**src/rtl/ecg_window_feeder.sv**
```systemverilog
// Frames a valid/ready ECG sample stream into NSAMP-sample windows for the
// arrhythmia core, sequences the core's reset and tracks completion/timeout.
module ecg_window_feeder #(
  parameter int BITSIZE = 16,
  parameter int NSAMP   = 10,
  parameter int HOP     = 10,
  parameter int TIMEOUT = 64
) (
  input  logic                       clk,
  input  logic                       reset,
  input  logic [BITSIZE-1:0]         s_data,
  input  logic                       s_valid,
  output logic                       s_ready,
  output logic [BITSIZE*NSAMP-1:0]   x,
  output logic                       core_reset,
  input  logic                       core_done,
  output logic                       win_done,
  output logic [15:0]                win_count,
  output logic                       timeout
);

  localparam int CW = $clog2(NSAMP + 1);
  localparam int WW = $clog2(TIMEOUT);

  typedef enum logic [1:0] {S_FILL, S_LAUNCH, S_WAIT} state_e;

  state_e                     state_q, state_d;
  logic [CW-1:0]              fill_cnt_q, fill_cnt_d, thresh;
  logic [WW-1:0]              wait_cnt_q, wait_cnt_d;
  logic                       primed_q, primed_d;
  logic [BITSIZE*NSAMP-1:0]   x_q, x_d;
  logic                       s_ready_q, s_ready_d;
  logic                       core_reset_q, core_reset_d;
  logic                       win_done_q, win_done_d;
  logic [15:0]                win_count_q, win_count_d;
  logic                       timeout_q, timeout_d;

  always_ff @(posedge clk) begin
    if (reset) begin
      state_q      <= S_FILL;
      fill_cnt_q   <= '0;
      wait_cnt_q   <= '0;
      primed_q     <= 1'b0;
      x_q          <= '0;
      s_ready_q    <= 1'b0;
      core_reset_q <= 1'b1;
      win_done_q   <= 1'b0;
      win_count_q  <= '0;
      timeout_q    <= 1'b0;
    end else begin
      state_q      <= state_d;
      fill_cnt_q   <= fill_cnt_d;
      wait_cnt_q   <= wait_cnt_d;
      primed_q     <= primed_d;
      x_q          <= x_d;
      s_ready_q    <= s_ready_d;
      core_reset_q <= core_reset_d;
      win_done_q   <= win_done_d;
      win_count_q  <= win_count_d;
      timeout_q    <= timeout_d;
    end
  end

  always_comb begin
    state_d      = state_q;
    fill_cnt_d   = fill_cnt_q;
    wait_cnt_d   = wait_cnt_q;
    primed_d     = primed_q;
    x_d          = x_q;
    s_ready_d    = s_ready_q;
    core_reset_d = core_reset_q;
    win_done_d   = 1'b0;
    win_count_d  = win_count_q;
    timeout_d    = timeout_q;
    // After the first window only HOP fresh samples are needed.
    thresh       = primed_q ? CW'(HOP) : CW'(NSAMP);

    case (state_q)
      S_FILL: begin
        s_ready_d    = 1'b1;
        core_reset_d = 1'b1;
        if (s_valid && s_ready_q) begin
          x_d = {x_q[BITSIZE*(NSAMP-1)-1:0], s_data};
          if (fill_cnt_q + CW'(1) == thresh) begin
            state_d    = S_LAUNCH;
            primed_d   = 1'b1;
            fill_cnt_d = '0;
            s_ready_d  = 1'b0;
          end else begin
            fill_cnt_d = fill_cnt_q + CW'(1);
          end
        end
      end
      S_LAUNCH: begin
        // Core stays in reset this cycle while x is already final.
        state_d      = S_WAIT;
        wait_cnt_d   = '0;
        core_reset_d = 1'b0;
        s_ready_d    = 1'b0;
      end
      S_WAIT: begin
        if (core_done) begin
          win_done_d   = 1'b1;
          win_count_d  = win_count_q + 16'd1;
          state_d      = S_FILL;
          core_reset_d = 1'b1;
          s_ready_d    = 1'b1;
        end else if (wait_cnt_q == WW'(TIMEOUT - 1)) begin
          timeout_d    = 1'b1;
          state_d      = S_FILL;
          core_reset_d = 1'b1;
          s_ready_d    = 1'b1;
        end else begin
          wait_cnt_d   = wait_cnt_q + WW'(1);
        end
      end
      default: begin
        state_d = S_FILL;
      end
    endcase
  end

  assign s_ready    = s_ready_q;
  assign x          = x_q;
  assign core_reset = core_reset_q;
  assign win_done   = win_done_q;
  assign win_count  = win_count_q;
  assign timeout    = timeout_q;

endmodule

```
**config.mk**
```make
export PLATFORM = sky130hd
export DESIGN_NAME = ecg_window_feeder
export DESIGN_NICKNAME = d
export VERILOG_FILES = /design/src/rtl/ecg_window_feeder.sv
export SDC_FILE = /design/constraint.sdc
export NUM_CORES = 1
export LEC_CHECK = 0
export ABC_CLOCK_PERIOD_IN_PS = 4200
export CAP_MARGIN = 0
export CELL_PAD_IN_SITES_DETAIL_PLACEMENT = 1
export CELL_PAD_IN_SITES_GLOBAL_PLACEMENT = 2
export CORE_ASPECT_RATIO = 0.8
export CORE_MARGIN = 4
export CORE_UTILIZATION = 29
export CTS_CLUSTER_DIAMETER = 30
export DETAILED_ROUTE_END_ITERATION = 6
export PLACE_DENSITY = 0.91
export REMOVE_ABC_BUFFERS = 1
export SETUP_SLACK_MARGIN = 0.3
export SLEW_MARGIN = 25
export SYNTH_ARGS = -nofsm -noshare
export SYNTH_HDL_FRONTEND = slang
export SYNTH_SLANG_ARGS = --single-unit
export TNS_END_PERCENT = 10
```
**constraint.sdc**
```tcl
create_clock -name clk -period 4.2 [get_ports clk]
set_input_delay 1.05 -clock clk [delete_from_list [all_inputs] [get_ports clk]]
set_output_delay 1.05 -clock clk [all_outputs]
set_load 0.02 [all_outputs]
```
Word level (Yosys, flattened, before mapping). Cells that the tools add are included.

Bits of input ports: 20. Register bits: 192. Output and inout bits: 180. Bits in writable memories: 0. Bits in latches: 0. Memories kept: 0. Word-level logic and storage cells: 50. ROM bits: 0.

Bitwise operators: 2. Add/sub/neg operators: 3. Order comparisons: 0. Shift-type cells: 0. Divide/modulo/power cells: 0. $mul: 0. Muxes and demuxes: 16. Reduce and logical (&&, ||, !) cells: 11. Eq/ne operators: 9.

Operators with widths (count): adder 16 x 1 -> 16 bit, second input constant (1); two-way mux 6 bit (2); one-hot mux 6 bit (2 select lines) (1); AND reduction 3 bit (3); two-way mux 2 bit (4); inequality test 2 bit, second input constant (4); adder 6 x 1 -> 6 bit, second input constant (1); equality test 6 bit, second input constant (1); one-hot mux 1 bit (3 select lines) (2); one-hot mux 2 bit (3 select lines) (1); AND reduction 2 bit (3); two-way mux 1 bit (5); adder 4 x 1 -> 4 bit, second input constant (1); equality test 4 bit, second input constant (1); two-way mux 4 bit (1); inequality test 3 bit, second input constant (1); nonzero test 3 bit (1); equality test 2 x 1 -> 1 bit, second input constant (1); equality test 2 bit, second input constant (1); zero test 2 bit (1); NOT 1 bit (2); nonzero test 2 bit (1); OR reduction 2 bit (1); logical AND 1 bit (1).

Depth between registers and ports, before layout. Gate-level depths: netlist of run 1.

Depth after elaboration: 5. Gate-level depth with buffers: 8. Mapped depth without buffers: 7.

Least setup slack after synthesis of run 1. No wires, ideal clock.

Kind: input port to flip-flop. From: in reset. To: reg win_count_q[10] (netlist: win_count[10]). Path buffers: 3. Path slack: 2.173 ns. Required time: 4.072 ns. Library setup time: 0.128 ns. Stages on the path: 4. Arrival: 1.899 ns. Path through: clkbuf_1 > clkbuf_1 > buf_1 > nor2_1.

RTL lines: from (decl) (line 10) `input logic reset,`; to (signal assigned) (line 59) `win_count_q <= win_count_d;`; to (decl) (line 35) `logic [15:0] win_count_q, win_count_d;`.

No word-level cell between the ends.

Worst setup path in the final report of run 1.
From: in s_valid. To: reg fill_cnt_q[3].

Word-level cells in the longest chain between the ends: 2.

RTL lines: from (decl) (line 12) `input logic s_valid,`; logical AND 1 bit (line 82) `if (s_valid && s_ready_q) begin`; AND reduction 2 bit (no line); to (signal assigned) (line 52) `fill_cnt_q <= fill_cnt_d;`; to (decl) (line 28) `logic [CW-1:0] fill_cnt_q, fill_cnt_d, thresh;`.

Every way passes these cells. A chain may end at the register's enable or synchronous reset.

==> out/metrics.yaml, run 1 <==
layout.cells.most_common: "nand2_1"
clk-insertion-delay-late_ps: 420
cp-end-kind: "flop"
drive_above_1_share_pct: 4.48
overflow: 0
outcome: "finished clean"
rows: 50
final_cells: 1362
fin_area_um2: 9850
synth_area_per_cell_um2: 7.99
fin_crit_sh_pct: 63.6
peakVddDrop_uv: 208
grt_start_max_net_pins: 100
finalClockSkew_ps: 16.2
clk_path_buf_depth: 2
routed_wl_um: 20300
crit_required_ps: 4510
top_usage_layer: "met2"
cts_resized: 0
cts_setup_buffers: 0
crit_type: "input pin to flop"
cts_sinks: 192
placed_cells: 1331
maxSlewHeadroom_pct: 52.5
synth_edf_count: 0
vias_per_cell: 4.56
rsz0062_at_grt: "no"
path_cells: "clkdlybuf4s50_1 > and3_4 > buf_4 > nand2_1 > o31ai_1"
p_leak_nw: 3.22
hold_buffers: 0
fp.dieH_um: 146
dr_total_vias: 6205
dp_hpwl_um: 13500
cts_buffers: 17
start_util_pct: 29.6
synthFlopType: "dfxtp_1"
dieWidth_um: 181
yosysWarnings: 0
tightest_slew_ps: 713
grt_pass1_wl_um: 33000
antennaDiodeCount: 0
drtAntennaViolNets: 0
drtIter0Drc: 271
hold_ws_ps: 455
setup_viol_count_final: 0
first_pass_iters: 4
nets: 1065
ff2ff_path_depth: 6
min_path_type: "flop to flop"
grt_use_met2_pct: 23.6
fin_util_pct: 42.0
cts.reportedPaths.clkPinSlew_ps: 70
mostFrequentLayoutCells: "338 x nand2_1, 198 x clkdlybuf4s50_1, 192 x dfxtp_1"
io_pins: 200
syn2layout_area_growth_pct: 41.8
place_area_um2: 9210
slew_viol_final: 0
track_usage_pct: 14.9
hold_depth: 2
fin_setup_tns_ps: 0
synthArstFlopShare_pct: 0
ys_ff_latch: 192
dieArea_um2: 26500
drc_errors: 0
period_needed_ps: 2670
root_buffer: "clkbuf_16"
critPathLaunchType: "input pin"
ys_seq_area_share_pct: 55.3
max_cap_violations: 0
use_met3_pct: 5.21
max_freq_mhz: 374
finalHoldViolations: 0
cts_tree: "built"
grt_pass1_vias: 6157
antenna_found_initial: 1
met1_usage_pct: 19.7
core_area_um2: 23500
place_congestion: 0.759
power-per-cell-area_nw_per_um2: 383
fillers: 2769
ys_types: 38
avgRoutedWirePerCell_um: 14.9
synthCells: 870
htreeDepth: 4
placement.io_buffers: 199
cpMaxStageDelayCell: "and3_4"
arrival_ps: 2990
critPathMaxStageDelay_ps: 570
cp_max_fo: 44
synth.cell_area_um2: 6950
[final cells by class]
class	instances	area (um2)	area share [%]
Inverter	9	33.8	0.343
Timing Repair Buffer	206	2080	21.1
Sequential cell	192	3840	39.0
Multi-Input combinational cell	612	2860	29.1
Clock inverter	13	201	2.04
Tap cell	312	390	3.96
Clock buffer	18	439	4.46
[cell families after synthesis]
group	after synthesis	share of synthesized area, %
adders and majority gates	7	1.26
xor gates and xnor gates	19	2.40
and+or+nand+nor	398	22.9
DFF	192	55.3
buffers and inverters	66	3.73
AOI/OAI and AO/OA	188	14.4
[flip-flops by register name (all words and copies together) (netlist names)]
signal,flops
state_q,2
fill_cnt_q,4
core_reset,1
s_ready,1
win_count,16
x,160
timeout,1
wait_cnt_q,6
win_done,1
[synth_stat cells (all sizes together), types with 3 or more instances]
library cell | n | area (um2)
o21ai | 7 | 46.3
dfxtp | 192 | 3840
a21oi | 168 | 841
nor2 | 25 | 93.8
xor2 | 13 | 114
inv | 9 | 33.8
nand4 | 5 | 31.3
o21a | 3 | 22.5
buf | 10 | 48.8
and3 | 5 | 31.3
nand3 | 12 | 65.1
or3 | 3 | 18.8
nand2 | 338 | 1270
clkbuf | 47 | 176
xnor2 | 6 | 52.6
ha | 7 | 87.6
[final timing paths]
| kind | from | endpoint | slack [ps] |
|---|---|---|---|
| min reg2reg | x[145] | x[145] | 460 |
| max reg2reg | state_q[1] | fill_cnt_q[3] | 1960 |
| min | x[145] | x[145] | 460 |
| max | s_valid | fill_cnt_q[3] | 1530 |
[through the flow]
step	power [mW]	setup slack, ps
2_1_floorplan	1.95	-1050
3_3_place_gp	2.05	1180
3_5_place_dp	2.05	1150
4_1_cts	3.84	1530
5_1_grt	3.93	1380
6_report	3.78	1530
[report_power, final]
part           switching (mW)  internal [mW]
combinational           0.114         0.0521
clock                   0.744           1.03
sequential             0.0103           1.83
[per-layer routing]
layer	routed length, um	vias to the layer above
met4	139	2
met5	7	-
li1	-	3159
met3	1270	10
met1	9670	2914
met2	9190	120
[worst max-delay path: cells and delay by family]
family          cells  cell delay, ps
buf+inv             2             980
simple gates        2             660
compound gates      1             260
Note: power is estimated with default switching activity, not from simulation.
==> run 2: changes to the inputs <==
- ABC_CLOCK_PERIOD_IN_PS: 4200 -> 2310
- CORE_UTILIZATION: 29 -> 24
- PLACE_DENSITY: 0.91 -> 0.82
- clock period: 4.2 -> 2.31 ns (I/O delays scaled with it)
==> run 2 against run 1 <==
  * Clock power is 75% higher
  * Routed wire length is 3.8% higher
  * Worst setup slack worse by 1300 ps
  * Critical path type is now flop to primary output
==> out/metrics.yaml, run 2 (synthesized netlist as in run 1, its figures left out) <==
critPathLaunchType: "flop"
cts_buffers: 17  # unchanged
p_clk_share_pct: 45.6  # -1.3 points
crit_type: "flop to primary output"
overflow: 0  # unchanged
fin_crit_sh_pct: 88.1
track_usage_pct: 13.0  # -1.9 points
first_pass_iters: 4  # unchanged
outcome: "finished clean"
critPathMaxStageDelay_ps: 680  # +110 ps
routed_wl_um: 21000  # +3.8%
grt_pass1_wl_um: 33700  # +2.2%
antennaDiodeCount: 0  # unchanged
drtIter0Drc: 236  # -13%
rsz0062_at_grt: "yes"
crit_family: "buffers and inverters"
place_congestion: 0.737  # -2.8%
drive_above_1_share_pct: 5.10  # +0.63 points
tightest_slew_ps: 453  # -260 ps
dieWidth_um: 198  # +9.5%
min_path_type: "input pin to flop"
mostFrequentLayoutCells: "338 x nand2_1, 192 x dfxtp_1, 169 x clkdlybuf4s50_1"
cts_tree: "built"
period_needed_ps: 2030
root_buffer: "clkbuf_16"
rr_startpoint: "state_q[0]"
critPathBufInv: 1  # -1
cts.reportedPaths.clkPinSlew_ps: 70  # about the same
dr_total_vias: 6298  # +1.5%
hold_start: "reset"
fin_util_pct: 35.5  # -6.5 points
cp_max_fo: 3  # -93%
maxSlewHeadroom_pct: 69.8  # +17 points
slew_viol_final: 0  # unchanged
reg2reg_slack_ps: 510  # -1450 ps
fillers: 3328  # +20%
cts_setup_buffers: 0  # unchanged
max_freq_mhz: 492
cp-end-kind: "primary output"
clk-insertion-delay-late_ps: 430  # about the same
largest_register_ffs: 160  # unchanged
vias_per_cell: 4.41  # -3.2%
place_area_um2: 9470  # +2.7%
path_cells: "clkdlybuf4s50_1"
cts_sinks: 192  # unchanged
drtAntennaViolNets: 0  # unchanged
core_area_um2: 28400  # +21%
p_comb_share_pct: 5.0  # +0.6 points
hold_end: "x[19]"
max_cap_violations: 0  # unchanged
seqPwrFrac_pct: 49.4  # +0.7 points
io_pins: 200  # unchanged
htreeDepth: 4  # unchanged
start_util_pct: 24.4  # -5.2 points
worstReg2RegEnd: "s_ready"
avgRoutedWirePerCell_um: 14.7  # -1.0%
arrival_ps: 1460  # -1530 ps
power-per-cell-area_nw_per_um2: 672  # +75%
p_sw_share_pct: 22.8  # -0.19 points
antenna_found_initial: 0  # -1
hold_ws_ps: 435  # -19.9 ps
dieArea_um2: 31800  # +20%
p_leak_nw: 3.63  # +13%
rows: 55  # +10%
p_int_mw: 5.23  # +80%
crit_required_ps: 1730  # -2780 ps
syn2layout_area_growth_pct: 45.2
drc_errors: 0  # unchanged
setup_viol_count_final: 0  # unchanged
peakVddDrop_uv: 480  # +130%
grt_start_max_net_pins: 89  # -11%
grt_pass1_vias: 6109  # -0.78%
fp.dieH_um: 160  # +9.4%
finalClockSkew_ps: 9.82  # -6.40 ps
hold_depth: 2  # unchanged
placement.io_buffers: 199  # unchanged
layout.cells.most_common: "nand2_1"
dp_hpwl_um: 14200  # +5.4%
finalHoldViolations: 0  # unchanged
fin_area_um2: 10100  # +2.4%
p_switching_mw: 1.54  # +78%
ff2ff_path_depth: 7  # +1
nets: 1074  # +0.85%
cpMaxStageDelayCell: "clkdlybuf4s50_1"
clk_path_buf_depth: 2  # unchanged
hold_buffers: 0  # unchanged
-- run 2: cell types whose count changed in the layout (fill, tap and decap cells not counted), moves of 3 or more --
cell / delta
buf_12: +9
clkdlybuf4s50_1: -29
dlygate4sd2_1: +14
dlymetal6s2s_1: +15
inv_8: -3
-- run 2: worst max-delay path by stage --
stage	cells after the start	to	from
after floorplan	3	fill_cnt_q[1]	s_valid
after global placement	6	s_ready	core_done
after detailed placement	6	s_ready	core_done
after CTS	1	win_count[2]	win_count[2]
after global routing	1	x[39]	x[39]
final	1	x[61]	x[61]
-- run 2: power by group through the flow --
| stage | sequential [mW] | clock, mW | combinational [mW] |
|---|---|---|---|
| floorplan | 3.45 | 0 | 0.0906 |
| global placement | 3.43 | 0 | 0.346 |
| detailed placement | 3.43 | 0 | 0.347 |
| CTS | 3.35 | 3.23 | 0.348 |
| global route | 3.35 | 3.37 | 0.369 |
| finish | 3.35 | 3.09 | 0.338 |
-- run 2: layout make-up --
type,instances,area (um2),share of cell area [%]
Inverter,9,33.8,0.335
Timing Repair Buffer,215,2280,22.6
Tap cell,370,463,4.59
Clock buffer,21,470,4.66
Sequential cell,192,3840,38.1
Multi-Input combinational cell,612,2860,28.4
Clock inverter,9,134,1.33
-- run 2: timing repair --
| item | 4_1_cts | 5_1_grt |
|---|---|---|
| endpoints found under the setup margin | 142 | 158 |
| resized for setup | 14 | 15 |
| endpoints found under the hold margin | 0 | 0 |
| pin swaps | 0 | 0 |
-- run 2: per-layer routing --
metal	routed length, um	vias to the layer above	global-route usage, %
li1	-	3166	-
met5	0	-	0
met3	1210	18	4.13
met1	10300	2991	18.0
met4	266	0	3.60
met2	9230	123	19.6
-- run 2: metrics by stage --
| step | setup slack (ps) | power (mW) | TNS [ps] | std cells |
|---|---|---|---|---|
| after floorplan | -2470 | 3.54 | -288710 | 813 |
| after global placement | 160 | 3.77 | 0 | 1398 |
| after detailed placement | 156 | 3.77 | 0 | 1398 |
| after CTS | 234 | 6.93 | 0 | 1428 |
| after global routing | 214 | 7.09 | 0 | 1428 |
| final | 276 | 6.78 | 0 | 1428 |
==> run 3: changes to the inputs <==
- CAP_MARGIN: 0 -> not set
==> results of run 3 <==
Final layout, timing and power as in run 2 (identical DEF).
